[src/rtl/uart_key_rx.sv]
// 8N1 UART key receiver: presents each accepted byte on key for KEY_HOLD cycles, then 0x00.
// Define KEY_FILTER_EN to accept only the menu/game keys (ESC, ENTER, '1'..'4', w/a/s/d).
module uart_key_rx #(
  parameter int CLKS_PER_BIT = 564,
  parameter int KEY_HOLD     = 1
) (
  input  logic       clk,
  input  logic       rst,
  input  logic       rx,
  output logic [7:0] key,
  output logic       key_valid,
  output logic       frame_err,
  output logic       rx_busy
);

  typedef enum logic [2:0] {IDLE, START, DATA, STOP, HOLD, BREAK} state_t;

  localparam logic [15:0] HALF_M1  = 16'(CLKS_PER_BIT / 2 - 1);
  localparam logic [15:0] FULL_M1  = 16'(CLKS_PER_BIT - 1);
  localparam logic [2:0]  HOLD_MAX = 3'(KEY_HOLD);

  state_t      state_q, state_d;
  logic        rxMeta_q, rxs_q;
  logic [15:0] bitCnt_q, bitCnt_d;
  logic [2:0]  bitIdx_q, bitIdx_d;
  logic [2:0]  holdCnt_q, holdCnt_d;
  logic [7:0]  shift_q, shift_d;
  logic [7:0]  key_q, key_d;
  logic        keyValid_q, keyValid_d;
  logic        frameErr_q, frameErr_d;
  logic        busy_q, busy_d;
  logic        accept;
  logic        bitEnd;

`ifdef KEY_FILTER_EN
  always_comb begin
    case (shift_q)
      8'h1B, 8'h0D, 8'h31, 8'h32, 8'h33, 8'h34,
      8'h77, 8'h61, 8'h73, 8'h64: accept = 1'b1;
      default:                    accept = 1'b0;
    endcase
  end
`else
  assign accept = 1'b1;
`endif

  assign bitEnd = (bitCnt_q == FULL_M1);

  // Synchronizer flops reset to the idle line level so reset never fakes a start bit.
  always_ff @(posedge clk) begin
    if (rst) begin
      rxMeta_q   <= 1'b1;
      rxs_q      <= 1'b1;
      state_q    <= IDLE;
      bitCnt_q   <= '0;
      bitIdx_q   <= '0;
      holdCnt_q  <= '0;
      shift_q    <= '0;
      key_q      <= '0;
      keyValid_q <= 1'b0;
      frameErr_q <= 1'b0;
      busy_q     <= 1'b0;
    end else begin
      rxMeta_q   <= rx;
      rxs_q      <= rxMeta_q;
      state_q    <= state_d;
      bitCnt_q   <= bitCnt_d;
      bitIdx_q   <= bitIdx_d;
      holdCnt_q  <= holdCnt_d;
      shift_q    <= shift_d;
      key_q      <= key_d;
      keyValid_q <= keyValid_d;
      frameErr_q <= frameErr_d;
      busy_q     <= busy_d;
    end
  end

  always_comb begin
    state_d   = state_q;
    bitCnt_d  = bitCnt_q;
    bitIdx_d  = bitIdx_q;
    holdCnt_d = holdCnt_q;
    shift_d   = shift_q;
    case (state_q)
      IDLE: begin
        if (!rxs_q) begin
          state_d  = START;
          bitCnt_d = '0;
        end
      end
      START: begin
        if (bitCnt_q == HALF_M1) begin
          bitCnt_d = '0;
          bitIdx_d = '0;
          state_d  = rxs_q ? IDLE : DATA;
        end else begin
          bitCnt_d = bitCnt_q + 16'd1;
        end
      end
      DATA: begin
        if (bitEnd) begin
          shift_d[bitIdx_q] = rxs_q;
          bitCnt_d          = '0;
          if (bitIdx_q == 3'd7) state_d = STOP;
          else bitIdx_d = bitIdx_q + 3'd1;
        end else begin
          bitCnt_d = bitCnt_q + 16'd1;
        end
      end
      STOP: begin
        if (bitEnd) begin
          bitCnt_d = '0;
          if (!rxs_q) begin
            state_d = BREAK;
          end else if (accept) begin
            state_d   = HOLD;
            holdCnt_d = 3'd1;
          end else begin
            state_d = IDLE;
          end
        end else begin
          bitCnt_d = bitCnt_q + 16'd1;
        end
      end
      HOLD: begin
        if (holdCnt_q == HOLD_MAX) begin
          state_d   = IDLE;
          holdCnt_d = '0;
        end else begin
          holdCnt_d = holdCnt_q + 3'd1;
        end
      end
      BREAK: begin
        if (rxs_q) state_d = IDLE;
      end
      default: state_d = IDLE;
    endcase
  end

  // Outputs are computed one edge early so the registered copies line up with state.
  always_comb begin
    key_d      = key_q;
    keyValid_d = 1'b0;
    frameErr_d = 1'b0;
    busy_d     = (state_d != IDLE);
    case (state_q)
      STOP: begin
        if (bitEnd) begin
          if (!rxs_q) begin
            frameErr_d = 1'b1;
          end else if (accept) begin
            key_d      = shift_q;
            keyValid_d = 1'b1;
          end
        end
      end
      HOLD: begin
        if (holdCnt_q == HOLD_MAX) key_d = 8'h00;
      end
      default: ;
    endcase
  end

  assign key       = key_q;
  assign key_valid = keyValid_q;
  assign frame_err = frameErr_q;
  assign rx_busy   = busy_q;

endmodule

[config.mk]
export PLATFORM = sky130hd
export DESIGN_NAME = uart_key_rx
export DESIGN_NICKNAME = d
export VERILOG_FILES = /design/src/rtl/uart_key_rx.sv
export SDC_FILE = /design/constraint.sdc
export NUM_CORES = 1
export LEC_CHECK = 0
export ABC_AREA = 1
export CORE_ASPECT_RATIO = 0.5
export CORE_MARGIN = 4
export CORE_UTILIZATION = 60
export DETAILED_ROUTE_END_ITERATION = 10
export GPL_TIMING_DRIVEN = 0
export PLACE_DENSITY = 0.77
export SKIP_CTS_REPAIR_TIMING = 1
export SLEW_MARGIN = 30
export SYNTH_ARGS = -nofsm -noshare
export SYNTH_HDL_FRONTEND = slang
export SYNTH_SLANG_ARGS = --single-unit
[constraint.sdc]
create_clock -name clk -period 1.9 [get_ports clk]
set_input_delay 0.19 -clock clk [delete_from_list [all_inputs] [get_ports clk]]
set_output_delay 0.19 -clock clk [all_outputs]
set_load 0.005 [all_outputs]
# [Word-level counts from Yosys, hierarchy flattened]
# Cells that the tools add are included.
# Widths: inputs -> output; s select.
[totals] register_bits=46 out_inout_bits=11 input_bits=3
[classes] n_bitwise=2 reduce_logical=13 mux=31 magnitude_cmp=2 n_eq_ne=16 add_sub_neg=3
[op_table] cell="$mux 16" n=3
[op_table] cell="$pmux 16 s3" n=1
[op_table] cell="$mux 3" n=13
[op_table] cell="$mux 8" n=3
[op_table] cell="$pmux 3 s6" n=1
[op_table] cell="$add 16x1->16 const B" n=1
[op_table] cell="$eq 16x10->1 const B" n=1
[op_table] cell="$eq 16x9->1 const B" n=1
[op_table] cell="$pmux 8 s2" n=1
[op_table] cell="$ne 2x2->1 const B" n=7
[op_table] cell="$pmux 3 s2" n=2
[op_table] cell="$eq 3x3->1 const B" n=3
[op_table] cell="$bwmux 8" n=1
[op_table] cell="$reduce_and 4->1" n=2
[op_table] cell="$add 3x1->3 const B" n=2
[op_table] cell="$eq 3x1->1 const B" n=2
[op_table] cell="$eq 3x2->1 const B" n=2
[op_table] cell="$reduce_bool 3->1" n=2
[op_table] cell="$lt 3x4->1 const B" n=1
[op_table] cell="$mux 1" n=4
[op_table] cell="$reduce_and 2->1" n=2
[op_table] cell="$reduce_bool 2->1" n=2
[op_table] cell="$demux 1 s3" n=1
[op_table] cell="$ge 3x1->1 const B" n=1
[op_table] cell="other kinds (7)" n=8

# [Depth between registers and ports, before layout]
[depth] depth_word=5 mapped_depth=12

# [Worst setup path before layout]
# No wires, ideal clock.
[synth_path] kind="register to register" start="register bitCnt_q[0]" end="register busy_q (netlist: rx_busy)" period_less_slack_ns=1.536 n_path_buf=1 required_time_ns=1.786 arrival_ns=1.423 setup_ns=0.114 slack_ns=0.364 stages_incl_launch_ff=12 path_cell_list="dfxtp_1 > ha_1 > nand3_1 > nor2_2 > nand2_4 > nand2_4 > buf_12 > inv_4 > nor2_4 > nand2_1 > nand2_1 > nand2_1"
[synth_via] elab_chain_len=4 elab_cells_between_ends=7 cone_classes="eq/ne (2); mux (4); reduce/logical (1)"
[synth_rtl] item="start: declaration" line_no="24" source="logic [15:0] bitCnt_q, bitCnt_d;"
[synth_rtl] item="start signal: assignment" line_no="67" source="bitCnt_q <= bitCnt_d;"
[synth_rtl] item="$eq 16x10->1 / $eq 16x9->1 (equally long branches)" line_no="47, 92"
[synth_rtl] item="$mux 3, on equally long branches" line_no="111, 101, 92"
[synth_rtl] item="$pmux 3 s6 *" line_no="84" source="case (state_q)"
[synth_rtl] item="$reduce_bool 3->1 *" line_no="145" source="busy_d = (state_d != IDLE);"
[synth_rtl] item="end signal: assignment" line_no="74" source="busy_q <= busy_d;"
[synth_rtl] item="end: declaration" line_no="31" source="logic busy_q, busy_d;"
# Mark *: on every way between the ends. The rest lies on a longest branch, timed or not.
# A chain may end at the register's enable or synchronous reset.

# [Worst setup path in the final report]
[layout_path] start="register bitCnt_q[1]" end="register bitCnt_q[5]"
[layout_via] elab_chain_len=3 elab_cells_between_ends=6 cone_classes="add/sub (1); eq/ne (2); mux (3)"
[layout_rtl] item="$add 16x1->16 (tied with other cells)" line_no="97, 107, 122"
[layout_rtl] item="$mux 16, on equally long branches" line_no="101, 111, 92"
[layout_rtl] item="$pmux 16 s3 *" line_no="84"
# Marked as above.

==> results.sh <==
export IMPL_ant_nets=0
export IMPL_synth_edf_count=0
export IMPL_fin_hold_ws_ns=0.2190
export IMPL_syn_inst=449
export IMPL_grt_start_max_net_pins=15
export IMPL_hpwl_um=5051
export IMPL_route_detailed_drc=0
export IMPL_met1_length_um=3085
export IMPL_cts_sinks=46
export IMPL_yosysSeqAreaShare_pct=32.01
export IMPL_syn_num_nets=456
export IMPL_total_power_w=0.001828
export IMPL_vias=2834
export IMPL_drt_iter0_drc=87
export IMPL_syn_area_sq_um=2877
export IMPL_crit_cells=9
export IMPL_period_minus_slack_ns=1.752
export IMPL_status="completed"
export IMPL_slew_headroom_pct=63.38
export IMPL_vdd_drop_max_mv=0.2713
export IMPL_post_drt_wl_per_cell_um=12.18
export IMPL_initial_utilization_pct=63.79
export IMPL_async_flop_share_pct=0
export IMPL_routed_wl_met3_um=368
export IMPL_ys_warn_count=0
export IMPL_clk_pin_slew_ns=0.09
export IMPL_synth_top_area_cell="dfxtp_1"
export IMPL_setup_worst_path_end_class="register"
export IMPL_synth_top_area_share_pct=32.01
export IMPL_viasPerCell=5.297
export IMPL_overflow=0
export IMPL_syn_area_per_cell_sq_um=6.406
export IMPL_max_stage_delay_ns=0.39
export IMPL_gp_congestion=0.9025
export IMPL_finalCritPeriodShare_pct=92.23
export IMPL_highest_layer="met4"
export IMPL_cpMaxStageDelayCell="dfxtp_1"
export IMPL_cp_top_family="simple AND/OR/NAND/NOR gates"
export IMPL_die_w_um=105.9
export IMPL_power_density_nw_per_um2=572.6
export IMPL_crit_path_start_kind="register"
export IMPL_dr_pass1_iters=5
export IMPL_postLayoutCoreUtil_pct=70.78
export IMPL_finalSetupTns_ns=0
export IMPL_cts_made_buffers=5
export IMPL_crit_type="register to register"
export IMPL_synthTopCellsByArea="dfxtp_1 32%, nand2_1 15%, nor2_1 8.4%"
export IMPL_synth_cell_types=34
export IMPL_worstSkewPairLatency_ns=0.30
export IMPL_dieArea_sq_um=6033
export IMPL_drt_total_wl_um=6515
export IMPL_io_pins=14
export IMPL_r2r_cells=9
export IMPL_synth_ff_type="dfxtp_1"
export IMPL_hold_viol=0
export IMPL_cts_htree_levels=2
export IMPL_slew_violations=0
export IMPL_cap_viol_max_count=0
export IMPL_syn_to_final_growth_pct=10.96
export IMPL_finalSetupViolCount=0
export IMPL_root_buffer="clkbuf_8"
export IMPL_worstHoldPathType="input pin to register"
export IMPL_clock_fmax_mhz=570.7
export IMPL_crit_chain="ha_2 > nand3_1 > nor2_2 > nand2_4 > nand2_4 > buf_12 > nand3_4 > nor2_4 > nor2_1"
export IMPL_critPathMaxFanout=10
export IMPL_ys_ff_latch=46
export IMPL_cts_tree="yes"
export IMPL_regToRegSetupSlack_ns=0.15
export IMPL_p_leak_nw=1.393
export IMPL_fp_row_count=17
export IMPL_antenna_cells=0
export IMPL_grt_setup_unrepaired="no"
export IMPL_clockBufferDepth=2
export IMPL_coreArea_sq_um=4509
export IMPL_final_layout_size_suffix_gt1_share_pct=12.15
export IMPL_tightestPinTransition_ns=0.5494
export IMPL_antenna_found_initial=0
export IMPL_wl_met2_um=3021
export IMPL_path_buf_inv=1
export IMPL_finClkSkew_ns=0.006455
export IMPL_grt_pass1_wl_um=11100
export IMPL_grt_total_usage_pct=22.58
export IMPL_fin_nets=475
export IMPL_crit_top_cell="nand2_4"
export IMPL_min_path_cells=2
export IMPL_critical_path_arrival_ns=1.96
export IMPL_port_buffers=12
export IMPL_fp_dieH_um=56.96
export IMPL_grt_pass1_vias=2536
export IMPL_cp_required_ns=2.10
## routing by layer
layer,GRT usage (%),vias up
met2,40.40,68
met5,0,-
met1,29.03,1292
met3,4.633,7
met4,3.690,0
li1,-,1467
## power by group
group / switching [W] / internal, W / total (W)
combinational: 0.0000772 / 0.0000336 / 0.000111
sequential: 0.00000777 / 0.000973 / 0.000981
clock: 0.000343 / 0.000393 / 0.000736
total: 0.000428 / 0.00140 / 0.00183
## layout make-up
class                   instances  area, sq um
multi-input cells             327         1630
fillers                       415         1318
flip-flops and latches         46        920.9
inverters                      63        240.2
repair buffers                 12        120.1
plain buffers                  13        87.58
well taps                      66        82.58
clock buffers                   6        72.57
clock inverters                 2        37.54
## cells in the final DEF, fill, tap and decap left out, types with 2 or more instances in the layout
| master | n |
|---|---|
| nand2_2 | 7 |
| nand2_4 | 4 |
| buf_6 | 2 |
| nor2_4 | 7 |
| nor3_1 | 2 |
| nor2_1 | 64 |
| clkbuf_1 | 6 |
| nand3_1 | 44 |
| inv_1 | 54 |
| ha_1 | 3 |
| o21ai_1 | 2 |
| nand4_1 | 24 |
| nand3_4 | 2 |
| dfxtp_1 | 46 |
| o21ai_0 | 7 |
| or2_2 | 2 |
| clkdlybuf4s50_1 | 12 |
| nand2_1 | 118 |
| inv_2 | 7 |
| a21oi_1 | 17 |
| clkbuf_8 | 5 |
| buf_2 | 3 |
| nor2_2 | 8 |
| o211ai_1 | 6 |
| o21bai_1 | 3 |
## cell usage after synthesis, types with 7 or more instances
| library cell | instances |
|---|---|
| nor2_2 | 8 |
| dfxtp_1 | 46 |
| nand3_1 | 44 |
| a21oi_1 | 17 |
| o21ai_0 | 7 |
| nor2_4 | 7 |
| nor2_1 | 64 |
| nand4_1 | 24 |
| nand2_1 | 118 |
| nand2_2 | 7 |
| inv_1 | 54 |
| inv_2 | 7 |
## state kept, by name, indices dropped and copies added, names as in the netlist, 3 cells and up
| signal | count |
|---|---|
| bitCnt_q | 16 |
| bitIdx_q | 3 |
| holdCnt_q | 3 |
| key | 8 |
| shift_q | 8 |
| state_q | 3 |
## path summary, 6_finish.rpt
kind,start,endpoint
max reg2reg,bitCnt_q[1],bitCnt_q[5]
max,bitCnt_q[1],bitCnt_q[5]
min reg2reg,rxMeta_q,rxs_q
min,rst,holdCnt_q[2]
## metrics by stage
step	instance area, sq um	cells	worst slack (ns)
after floorplan	2877	449	0.3636
after global placement	3079	527	0.1368
after detailed placement	3079	527	0.09198
after CTS	3189	535	0.06941
after global routing	3192	535	0.03580
final	3192	535	0.1477
## worst reg2reg max path, stage by stage (launching register included)
cell,delay [ns]
dfxtp_1,0.39
ha_2,0.30
nand3_1,0.15
nor2_2,0.19
nand2_4,0.10
nand2_4,0.10
buf_12,0.13
nand3_4,0.08
nor2_4,0.14
nor2_1,0.07
## logic make-up (layout without fill, tap and decap cells)
group,Yosys count,after routing,share of synthesized area (%)
compound gates,38,38,7.655
xor+xnor,1,1,0.3045
fa+ha+maj,4,4,1.740
buf+inv,76,96,11.40
flops,46,46,32.01
simple gates,284,284,46.89
Power figures use the tool's default switching activity.
